==> src/rtl/spi_rx.sv <==
// rtl/spi_rx.sv - SPI receiver: synchronized sclk/mosi/frame, MSB-first word capture, valid/ready output
// Overflow is sticky; frame_err pulses when a frame ends partway through a word.
module spi_rx #(
   parameter int WIDTH = 32,
   parameter int SYNC  = 2
) (
   input  logic             clk,
   input  logic             reset,
   input  logic             sclk,
   input  logic             mosi,
   input  logic             frame,
   output logic [WIDTH-1:0] data_out,
   output logic             valid,
   input  logic             ready,
   output logic             overflow,
   input  logic             clr_ovf,
   output logic             frame_err
);

   localparam int CW = $clog2(WIDTH + 1);

   typedef enum logic [1:0] {IDLE, SHIFT, DONE} state_t;

   state_t           state, state_next;
   logic [SYNC-1:0]  sclk_sync, mosi_sync, frame_sync;
   logic             sclk_prev;
   logic [CW-1:0]    bit_cnt;
   logic [WIDTH-2:0] shreg;
   logic [WIDTH-1:0] full_word;
   logic             sclk_s, mosi_s, frame_s, sclk_rise;
   logic             shift_en, cnt_clr, word_done, err_next;

   // Equal-depth chains keep sclk, mosi and frame aligned cycle for cycle.
   always_ff @(posedge clk or posedge reset) begin
      if (reset) begin
         sclk_sync  <= '0;
         mosi_sync  <= '0;
         frame_sync <= '0;
         sclk_prev  <= 1'b0;
      end else begin
         sclk_sync  <= {sclk_sync[SYNC-2:0], sclk};
         mosi_sync  <= {mosi_sync[SYNC-2:0], mosi};
         frame_sync <= {frame_sync[SYNC-2:0], frame};
         sclk_prev  <= sclk_s;
      end
   end

   assign sclk_s    = sclk_sync[SYNC-1];
   assign mosi_s    = mosi_sync[SYNC-1];
   assign frame_s   = frame_sync[SYNC-1];
   assign sclk_rise = sclk_s & ~sclk_prev;
   assign full_word = {shreg, mosi_s};

   always_comb begin
      state_next = state;
      shift_en   = 1'b0;
      cnt_clr    = 1'b0;
      word_done  = 1'b0;
      err_next   = 1'b0;
      case (state)
         IDLE: begin
            cnt_clr = 1'b1;
            if (frame_s) state_next = SHIFT;
         end
         SHIFT: begin
            if (!frame_s) begin
               state_next = IDLE;
               err_next   = (bit_cnt != '0);
            end else if (sclk_rise) begin
               shift_en = 1'b1;
               if (bit_cnt == CW'(WIDTH - 1)) begin
                  word_done  = 1'b1;
                  state_next = DONE;
               end
            end
         end
         DONE: begin
            if (!frame_s) state_next = IDLE;
         end
         default: state_next = IDLE;
      endcase
   end

   always_ff @(posedge clk or posedge reset) begin
      if (reset) begin
         state     <= IDLE;
         bit_cnt   <= '0;
         shreg     <= '0;
         frame_err <= 1'b0;
      end else begin
         state     <= state_next;
         frame_err <= err_next;
         if (cnt_clr) begin
            bit_cnt <= '0;
            shreg   <= '0;
         end else if (shift_en) begin
            bit_cnt <= bit_cnt + CW'(1);
            shreg   <= full_word[WIDTH-2:0];
         end
      end
   end

   // A completing word loads if the holding register is free or being consumed this cycle.
   always_ff @(posedge clk or posedge reset) begin
      if (reset) begin
         data_out <= '0;
         valid    <= 1'b0;
         overflow <= 1'b0;
      end else begin
         if (word_done && (!valid || ready)) begin
            data_out <= full_word;
            valid    <= 1'b1;
         end else if (valid && ready) begin
            valid <= 1'b0;
         end
         if (word_done && valid && !ready) overflow <= 1'b1;
         else if (clr_ovf)                 overflow <= 1'b0;
      end
   end

endmodule

==> config.mk <==
export PLATFORM = sky130hd
export DESIGN_NAME = spi_rx
export DESIGN_NICKNAME = d
export VERILOG_FILES = /design/src/rtl/spi_rx.sv
export SDC_FILE = /design/constraint.sdc
export NUM_CORES = 1
export LEC_CHECK = 0
export ABC_CLOCK_PERIOD_IN_PS = 3790
export BUFFER_PORTS_ARGS = -buffer_cell sky130_fd_sc_hd__buf_2
export CORE_ASPECT_RATIO = 2
export CORE_MARGIN = 2
export CORE_UTILIZATION = 30
export DETAILED_ROUTE_END_ITERATION = 7
export GPL_ROUTABILITY_DRIVEN = 0
export PLACE_DENSITY = 0.53
export SETUP_SLACK_MARGIN = 0.3
export SYNTH_ARGS = -nofsm -noshare
export SYNTH_HDL_FRONTEND = slang
export SYNTH_SLANG_ARGS = --single-unit
==> constraint.sdc <==
create_clock -name clk -period 3.79 [get_ports clk]
set_clock_uncertainty 0.05 [all_clocks]
set_input_delay 0.5685 -clock clk [delete_from_list [all_inputs] [get_ports clk]]
set_output_delay 0.5685 -clock clk [all_outputs]
set_load 0.05 [all_outputs]
==> results of run 1 <==
==> report_power, final <==
| part | leakage (nW) | internal [W] | total (W) | switching, W |
|---|---|---|---|---|
| sequential | 1.11 | 0.000870 | 0.000874 | 0.00000445 |
| clock | 0.145 | 0.000529 | 0.000874 | 0.000345 |
| combinational | 0.623 | 0.0000107 | 0.0000587 | 0.0000480 |
==> flip-flops by register name, summed over array words and instances (netlist names) <==
register    count
frame_err       1
bit_cnt         6
frame_sync      2
overflow        1
mosi_sync       2
valid           1
data_out       32
state           2
shreg          31
sclk_sync       2
sclk_prev       1
==> metrics by stage <==
| stage | hold slack [ns] | std cells | power (W) | worst slack [ns] | utilization, % |
|---|---|---|---|---|---|
| after floorplan | 0.281 | 277 | 0.000930 | 1.09 | - |
| after global placement | 0.283 | 444 | 0.000950 | 1.71 | 33.6 |
| after detailed placement | 0.290 | 444 | 0.000951 | 1.67 | 33.6 |
| after CTS | 0.275 | 460 | 0.00184 | 1.67 | 36.5 |
| after global routing | 0.272 | 460 | 0.00188 | 1.52 | 36.5 |
| final | 0.280 | 460 | 0.00181 | 1.68 | 36.5 |
==> placed cells by master (no fill, tap or decap), types with 2 or more instances in the layout <==
cell type	n
nand3_1	34
a21oi_1	35
ha_1	2
clkinvlp_4	2
clkinv_2	2
nand2b_1	5
dfrtp_1	81
clkinv_4	2
mux2i_1	2
mux2_2	30
buf_4	7
clkbuf_16	9
inv_1	4
nor4_1	2
nand3b_1	3
nand2_1	4
or2_2	2
mux2_1	2
buf_2	41
o21ai_0	34
==> worst min-delay path by stage <==
| stage | slack (ns) | end | cells past startpoint | startpoint |
|---|---|---|---|---|
| global route | 0.27 | frame_sync[0]$_DFF_PP0_ | 1 | frame |
| floorplan | 0.28 | frame_sync[1]$_DFF_PP0_ | 0 | frame_sync[0]$_DFF_PP0_ |
| finish | 0.28 | data_out[7]$_DFFE_PP0P_ | 2 | reset |
| detailed placement | 0.29 | frame_sync[1]$_DFF_PP0_ | 0 | frame_sync[0]$_DFF_PP0_ |
| global placement | 0.28 | mosi_sync[1]$_DFF_PP0_ | 0 | mosi_sync[0]$_DFF_PP0_ |
| CTS | 0.28 | frame_sync[0]$_DFF_PP0_ | 1 | frame |
==> per-layer routing <==
metal  up-vias  global-route usage, %  share of wire [%]
li1       1063                      -                  -
met1      1126                   13.7                 41
met2        43                   21.6                 53
met3        12                   2.73                3.0
met4         0                   6.77                2.5
met5         -                      0                  0
==> critical path, delay by kind of cell (launching register included) <==
family	cells	cell delay, ns
flip-flops	1	0.43
multiplexers	1	0.39
AND/OR/NAND/NOR	2	0.41
buffers and inverters	2	0.69
==> final cells by class <==
type,count,area share [%]
Timing Repair Buffer,48,6.54
Sequential cell,81,51.4
Multi-Input combinational cell,170,29.3
Clock buffer,10,6.06
Inverter,5,0.508
Tap cell,140,4.44
Clock inverter,6,1.71
==> cells by family (layout without fill, tap and decap cells) <==
| kind of cell | after synthesis | count (layout) | share of synthesized area (%) |
|---|---|---|---|
| AO/OA/AOI/OAI | 75 | 75 | 11.9 |
| adder cells (fa/ha/maj) | 2 | 2 | 0.758 |
| flip-flops | 81 | 81 | 61.4 |
| AND/OR/NAND/NOR | 59 | 59 | 10.7 |
| multiplexers | 34 | 34 | 11.5 |
| buffers and inverters | 26 | 69 | 3.64 |
==> results.yml, run 1 <==
status:
  status: "completed"
power_and_ir_drop:
  p_leak_nw: 1.88
  peakVddDrop_mv: 0.207
  power.density_nw_per_um2: 458
route:
  totalWireLength_um: 6850
  viasPerCell: 4.88
  drtPass1Iterations: 4
  drc: 0
  dr.first_iter.drc_count: 132
  vias: 2244
  antenna_left: 0
  wl_per_cell_um: 14.9
critical_path:
  cp_slowest_stage_delay_ns: 0.44
  r2r_slack_ns: 1.68
  required_ns: 3.96
  crit_top_cell: "buf_4"
  setup.worst_path.start_class: "flip-flop"
  cp_max_fo: 41
  ff2ff_path_depth: 5
  timing.rr.end: "data_out[17]$_DFFE_PP0P_"
  cpMaxStageDelayCell: "buf_4"
  crit_start: "state[1]$_DFFE_PP0P_"
  crit_arrival_ns: 2.28
  path_class: "reg -> reg"
  end_kind: "flip-flop"
  crit_path_end: "data_out[17]$_DFFE_PP0P_"
  r2r_start: "state[1]$_DFFE_PP0P_"
  crit_chain: "nand3b_1 > buf_4 > nor4b_4 > buf_4 > mux2_2"
placed_design:
  place_area_sq_um: 3640
  placement.io_buffers: 41
  hpwl_um: 4410
timing:
  hold_violations: 0
  tightest_slew_ns: 1.04
  slew_headroom_pct: 30.6
  final_max_slew_viol_count: 0
  layout_min_cycle_time_ns: 2.11
  rsz0062_at_grt: "no"
  period_share_pct: 55.8
  fmax_mhz: 473
  final-setup-viol-count: 0
  setup-tns-final_ns: 0
layout:
  multi_input_area_sq_um: 1160
  finalNetCount: 324
  seq_area_sq_um: 2030
  fill_cells: 1115
  diodes: 0
  drive_above_1_share_pct: 31.6
  syn_to_final_growth_pct: 19.5
  final_cell_area_sq_um: 3940
global_route:
  overflow: 0
  grt_max_degree: 44
  grt_usage_pct: 12.4
  grt_antenna_before_repair: 0
  grt_pass1_vias: 2303
  grt_pass1_wl_um: 11500
synth:
  yosysTopAreaCell: "dfrtp_1"
  synth_common_cells: "81 x dfrtp_1, 35 x a21oi_1, 34 x nand3_1, 34 x o21ai_0, 30 x mux2_2"
  synth_top_cell_area_share_pct: 61.4
  synth.avg_cell_area_sq_um: 11.9
  yosys_warnings: 0
  synth.most_common_cell: "dfrtp_1"
  synth-seq-area-share_pct: 61.4
  synth_cells: 277
  synth_ff_type: "dfrtp_1"
  synth-async-reset-ratio_pct: 100
  synth_cell_types: 29
  synth_area_sq_um: 3300
  ys_seq_elements: 81
  synth_area_leaders: "dfrtp_1 61%, mux2_2 10%, a21oi_1 5.3%"
  synth_nets: 286
  synth_edf_count: 0
floorplan:
  die_width_um: 78.2
  num_rows: 54
  die_area_sq_um: 11900
  start_util_pct: 30.5
  die_h_um: 152
  ios: 42
  core_area_sq_um: 10800
run:
  drv_cap: 0
clock_network:
  cts_inserted_buffers: 9
  clk_latency_ns: 0.34
  cts_hold_buf: 0
  ctsResizeCount: 0
  clk_pin_slew_worst_paths_ns: 0.06
  htree_levels: 3
  cts_tree: "built"
  clock_path_buffers: 2
  clock-sinks: 81
  post_cts_buffers: 0
  root_buffer: "clkbuf_16"
worst_hold_path:
  hold_class: "in -> async"
No activity file was read; power rests on OpenSTA's default activity.
==> run 2: changes to the inputs <==
--- a/config.mk
+++ b/config.mk
@@ -5,7 +5,7 @@
 export SDC_FILE = /design/constraint.sdc
 export NUM_CORES = 1
 export LEC_CHECK = 0
-export ABC_CLOCK_PERIOD_IN_PS = 3790
+export ABC_CLOCK_PERIOD_IN_PS = 2100
 export BUFFER_PORTS_ARGS = -buffer_cell sky130_fd_sc_hd__buf_2
 export CORE_ASPECT_RATIO = 2
 export CORE_MARGIN = 2
==> constraint.sdc (replaced) <==
create_clock -name clk -period 2.1 [get_ports clk]
set_clock_uncertainty 0.05 [all_clocks]
set_input_delay 0.315 -clock clk [delete_from_list [all_inputs] [get_ports clk]]
set_output_delay 0.315 -clock clk [all_outputs]
set_load 0.05 [all_outputs]
==> run 2 against run 1 <==
- setup slack lost 1.4 ns
- cell area grew 5.4%
- clock-buffer cell count grew 2
- final cell count grew 2.2%
- maximum frequency grew 17%
- routed wire length grew 6.8%
- first-iteration DRC count grew 35%
- clock power grew 73%
- sequential power grew 81%
- critical path depth grew 1
- sequential share of layout area shrank 2.6 points
- critical endpoint is now data_out[11]$_DFFE_PP0P_
- largest cell class unchanged
==> results.yml, run 2 (synthesis gave the netlist of run 1 again) <==
status:
  status: "completed"
global_route:
  grt_usage_pct: 13.2
  grt_antenna_before_repair: 0
  grt_max_degree: 82
  overflow: 0
  grt_pass1_wl_um: 12300
  grt_pass1_vias: 2445
timing:
  final_max_slew_viol_count: 0
  setup-tns-final_ns: 0
  layout_min_cycle_time_ns: 1.80
  period_share_pct: 85.9
  fmax_mhz: 554
  rsz0062_at_grt: "yes"
  tightest_slew_ns: 0.439
  slew_headroom_pct: 70.7
  final-setup-viol-count: 0
  hold_violations: 0
layout:
  diodes: 0
  syn_to_final_growth_pct: 26.0
  drive_above_1_share_pct: 34.2
  mostFrequentLayoutCells: "78 x dfrtp_1, 41 x buf_2, 35 x a21oi_1"
  regMostFlops: "data_out"
  utilization_pct: 38.5
  largest_reg_flops: 32
  largest_registers: "data_out (32), shreg (31), bit_cnt (6)"
  finalNetCount: 335
  fill_cells: 1075
  layout_commonest_cell: "dfrtp_1"
power_and_ir_drop:
  p_seq_share_pct: 49.2
  intPower_w: 0.00251
  pwr-share-clk_pct: 47.1
  p_sw_w: 0.000697
  power.density_nw_per_um2: 771
  comb_power_share_pct: 3.6
  p_leak_nw: 1.95
  peakVddDrop_mv: 0.458
  swShare_pct: 21.7
clock_network:
  cts_inserted_buffers: 9
  cts_tree: "built"
  clock-sinks: 81
  clk_latency_ns: 0.34
  clk_pin_slew_worst_paths_ns: 0.06
  clock_path_buffers: 2
  root_buffer: "clkbuf_16"
  htree_levels: 3
route:
  wl_per_cell_um: 15.6
  drc: 0
  vias: 2319
  totalWireLength_um: 7310
  antenna_left: 0
  dr.first_iter.drc_count: 178
  viasPerCell: 4.93
  drtPass1Iterations: 4
critical_path:
  path_class: "reg -> reg"
  end_kind: "flip-flop"
  cp_max_fo: 4
  crit_arrival_ns: 1.97
  setup.worst_path.start_class: "flip-flop"
  r2r_slack_ns: 0.30
  required_ns: 2.27
floorplan:
  die_h_um: 152
  start_util_pct: 30.5
  core_area_sq_um: 10800
  ios: 42
  num_rows: 54
  die_width_um: 78.2
  die_area_sq_um: 11900
placed_design:
  placement.io_buffers: 41
  hpwl_um: 4410
run:
  drv_cap: 0
worst_hold_path:
  hold_class: "in -> async"
run 2: repair_timing:
action,in CTS,in global routing
buffers inserted,6,1
setup endpoints to repair,32,35
hold buffers,0,0
gates resized for setup,8,24
cloned,1,1
pin swaps,0,2
run 2: metal layers:
layer | wire length [um] | track usage [%] | share of wire [%] | vias up
met5 | 0 | 0 | 0 | -
met4 | 174 | 7.02 | 2.4 | 0
met3 | 243 | 2.43 | 3.3 | 9
met2 | 3900 | 23.0 | 53 | 55
met1 | 3000 | 15.0 | 41 | 1172
li1 | - | - | - | 1083
run 2: area by class of cell:
type | count | area (sq um) | share of cell area, %
sequential | 81 | 2030 | 48.8
tap | 140 | 175 | 4.21
timing repair buffer | 59 | 407 | 9.78
inverter | 5 | 22.5 | 0.542
clock buffer | 12 | 236 | 5.69
clock inverter | 3 | 42.5 | 1.02
multi-input combinational | 170 | 1240 | 29.9
run 2: worst paths after layout:
path | to | cells after the start | start
worst max register to register | data_out[11]$_DFFE_PP0P_ | 6 | bit_cnt[1]$_DFFE_PP0P_
worst min register to register | sclk_sync[1]$_DFF_PP0_ | 0 | sclk_sync[0]$_DFF_PP0_
worst min-delay path | data_out[5]$_DFFE_PP0P_ | 3 | reset
min in group clk | sclk_sync[0]$_DFF_PP0_ | 1 | sclk
max in group asynchronous | bit_cnt[1]$_DFFE_PP0P_ | 3 | reset
worst max-delay path | data_out[11]$_DFFE_PP0P_ | 6 | bit_cnt[1]$_DFFE_PP0P_
run 2: stage by stage:
| step | std cells | power, W | instance area (sq um) | worst slack, ns | hold WS, ns |
|---|---|---|---|---|---|
| after CTS | 468 | 0.00325 | 4040 | 0.260 | 0.0231 |
| after floorplan | 277 | 0.00168 | 3300 | 0.312 | 0.281 |
| final | 470 | 0.00321 | 4160 | 0.295 | 0.0271 |
| after detailed placement | 446 | 0.00173 | 3680 | 0.228 | 0.286 |
| after global placement | 446 | 0.00173 | 3680 | 0.271 | 0.284 |
| after global routing | 470 | 0.00333 | 4160 | 0.209 | 0.0264 |
run 2: power by group through the flow:
| stage | Combinational, W | Sequential [W] | Clock [W] |
|---|---|---|---|
| after global routing | 0.000133 | 0.00158 | 0.00162 |
| after detailed placement | 0.000121 | 0.00161 | 0 |
| after global placement | 0.000119 | 0.00161 | 0 |
| final | 0.000117 | 0.00158 | 0.00151 |
| after CTS | 0.000121 | 0.00158 | 0.00155 |
| after floorplan | 0.0000735 | 0.00161 | 0 |
run 2: worst max-delay path, stage by stage, from the launching register on:
cell,delay (ns)
dfrtp_2,0.40
ha_4,0.16
nand4b_4,0.12
nor4b_4,0.33
buf_4,0.20
clkbuf_16,0.14
mux2_4,0.29
==> run 3: changes to the inputs <==
--- a/config.mk
+++ b/config.mk
@@ -10,9 +10,11 @@
 export CORE_ASPECT_RATIO = 2
 export CORE_MARGIN = 2
 export CORE_UTILIZATION = 30
+export CTS_CLUSTER_DIAMETER = 200
 export DETAILED_ROUTE_END_ITERATION = 7
 export GPL_ROUTABILITY_DRIVEN = 0
 export PLACE_DENSITY = 0.53
+export REMOVE_ABC_BUFFERS = 1
 export SETUP_SLACK_MARGIN = 0.3
 export SYNTH_ARGS = -nofsm -noshare
 export SYNTH_HDL_FRONTEND = slang
==> run 3 against run 2 <==
- hold slack better by 0.0024 ns
- first-iteration DRC count up 2.8%
- maximum frequency up 0.76%
- register-to-register slack about the same
- clock power up 13%
- core utilization up 0.31 points
- cell area up 0.81%
- critical path type unchanged
- critical endpoint is now data_out[5]$_DFFE_PP0P_
==> results.yml, run 3 (synthesis gave the netlist of run 1 again) <==
status:
  status: "completed"
layout:
  utilization_pct: 38.8
  fill_cells: 1099
  syn_to_final_growth_pct: 27.0
  largest_reg_flops: 32
  finalNetCount: 336
  final_cell_area_sq_um: 4190
  layout_commonest_cell: "dfrtp_1"
  diodes: 0
  regMostFlops: "data_out"
  multi_input_area_sq_um: 1220
  drive_above_1_share_pct: 34.3
  mostFrequentLayoutCells: "80 x dfrtp_1, 41 x buf_2, 35 x a21oi_1"
  seq_area_sq_um: 2030
  final_cell_count_no_fill: 472
  largest_registers: "data_out (32), shreg (31), bit_cnt (6)"
timing:
  period_share_pct: 85.3
  slew_headroom_pct: 73.7
  final-setup-viol-count: 0
  holdWs_ns: 0.0295
  setup-tns-final_ns: 0
  tightest_slew_ns: 0.394
  layout_min_cycle_time_ns: 1.79
  rsz0062_at_grt: "yes"
  hold_violations: 0
  final_max_slew_viol_count: 0
  fmax_mhz: 558
route:
  dr.first_iter.drc_count: 183
  totalWireLength_um: 7420
  wl_per_cell_um: 15.7
  vias: 2356
  drc: 0
  antenna_left: 0
  viasPerCell: 4.99
  drtPass1Iterations: 4
power_and_ir_drop:
  swShare_pct: 22.3
  p_sw_w: 0.000758
  p_seq_share_pct: 46.4
  intPower_w: 0.00265
  comb_power_share_pct: 3.4
  pwr-share-clk_pct: 50.2
  power.density_nw_per_um2: 812
  p_leak_nw: 1.98
  peakVddDrop_mv: 0.411
placed_design:
  placement.io_buffers: 41
  placedCellCount: 446
  hpwl_um: 4360
  place_area_sq_um: 3680
global_route:
  grt_pass1_vias: 2413
  grt_antenna_before_repair: 0
  grt_usage_pct: 13.2
  overflow: 0
  grt_max_degree: 74
  grt_pass1_wl_um: 12400
floorplan:
  die_h_um: 152
  start_util_pct: 30.5
  core_area_sq_um: 10800
  die_area_sq_um: 11900
  ios: 42
  die_width_um: 78.2
  num_rows: 54
critical_path:
  setup.worst_path.start_class: "flip-flop"
  path_class: "reg -> reg"
  crit_arrival_ns: 1.96
  cp_max_fo: 14
  required_ns: 2.27
  end_kind: "flip-flop"
clock_network:
  clk_pin_slew_worst_paths_ns: 0.06
  cts_tree: "built"
  htree_levels: 3
  root_buffer: "clkbuf_16"
  cts_inserted_buffers: 9
  clock_path_buffers: 2
  clk_latency_ns: 0.34
  clock-sinks: 81
worst_hold_path:
  hold_class: "in -> reg"
run:
  drv_cap: 0
run 3: changes by cell type in the layout (fill, tap and decap cells not counted), sizes merged:
cell	change
clkbuf	-4
inv	+2
buf	+1
bufinv	+1
clkinv	+1
dlygate4sd3	+1
run 3: repair_timing:
action | CTS | global route
setup buffers | 6 | 1
setup endpoints to repair | 32 | 32
hold buffers | 1 | 0
pin swaps | 2 | 0
resized for setup | 6 | 14
cloned | 2 | 0
hold endpoints to repair | 8 | 0
run 3: worst max-delay path, cell delays in order, from the launching register on:
cell and delay, ns:
dfrtp_1 0.40, ha_4 0.17, nand4b_4 0.12, nor4b_4 0.24, buf_6 0.19, buf_16 0.16, mux2_2 0.34
run 3: metrics by stage:
step	total power (W)	setup WS, ns
2_1_floorplan	0.00167	-0.875
3_3_place_gp	0.00172	0.210
3_5_place_dp	0.00172	0.138
4_1_cts	0.00344	0.309
5_1_grt	0.00352	0.206
6_report	0.00340	0.309
run 3: power by group through the flow:
| stage | clock (W) | sequential (W) | combinational [W] |
|---|---|---|---|
| finish | 0.00171 | 0.00158 | 0.000116 |
| global route | 0.00181 | 0.00158 | 0.000131 |
| CTS | 0.00174 | 0.00158 | 0.000119 |
| detailed placement | 0 | 0.00161 | 0.000116 |
| global placement | 0 | 0.00161 | 0.000115 |
| floorplan | 0 | 0.00161 | 0.0000633 |
run 3: final timing paths:
path | startpoint | to | slack (ns) | cells past startpoint
max | bit_cnt[1]$_DFFE_PP0P_ | data_out[5]$_DFFE_PP0P_ | 0.31 | 6
min | mosi | mosi_sync[0]$_DFF_PP0_ | 0.03 | 1
max reg2reg | bit_cnt[1]$_DFFE_PP0P_ | data_out[5]$_DFFE_PP0P_ | 0.31 | 6
min reg2reg | frame_sync[0]$_DFF_PP0_ | frame_sync[1]$_DFF_PP0_ | 0.30 | 0
max in group asynchronous | reset | data_out[15]$_DFFE_PP0P_ | 1.01 | 4
min in group asynchronous | reset | frame_sync[1]$_DFF_PP0_ | 0.37 | 3
run 3: routing by layer:
| metal | vias up | wire [um] | GRT usage, % |
|---|---|---|---|
| li1 | 1091 | - | - |
| met1 | 1195 | 2980 | 14.9 |
| met2 | 55 | 3870 | 22.7 |
| met3 | 15 | 298 | 3.14 |
| met4 | 0 | 270 | 7.27 |
| met5 | - | 0 | 0 |
run 3: area by class of cell:
class / count / area share (%)
repair buffers: 60 / 10.0
flip-flops and latches: 81 / 48.4
clock buffers: 9 / 5.37
clock inverters: 7 / 2.42
inverters: 5 / 0.478
multi-input cells: 170 / 29.2
well taps: 140 / 4.18
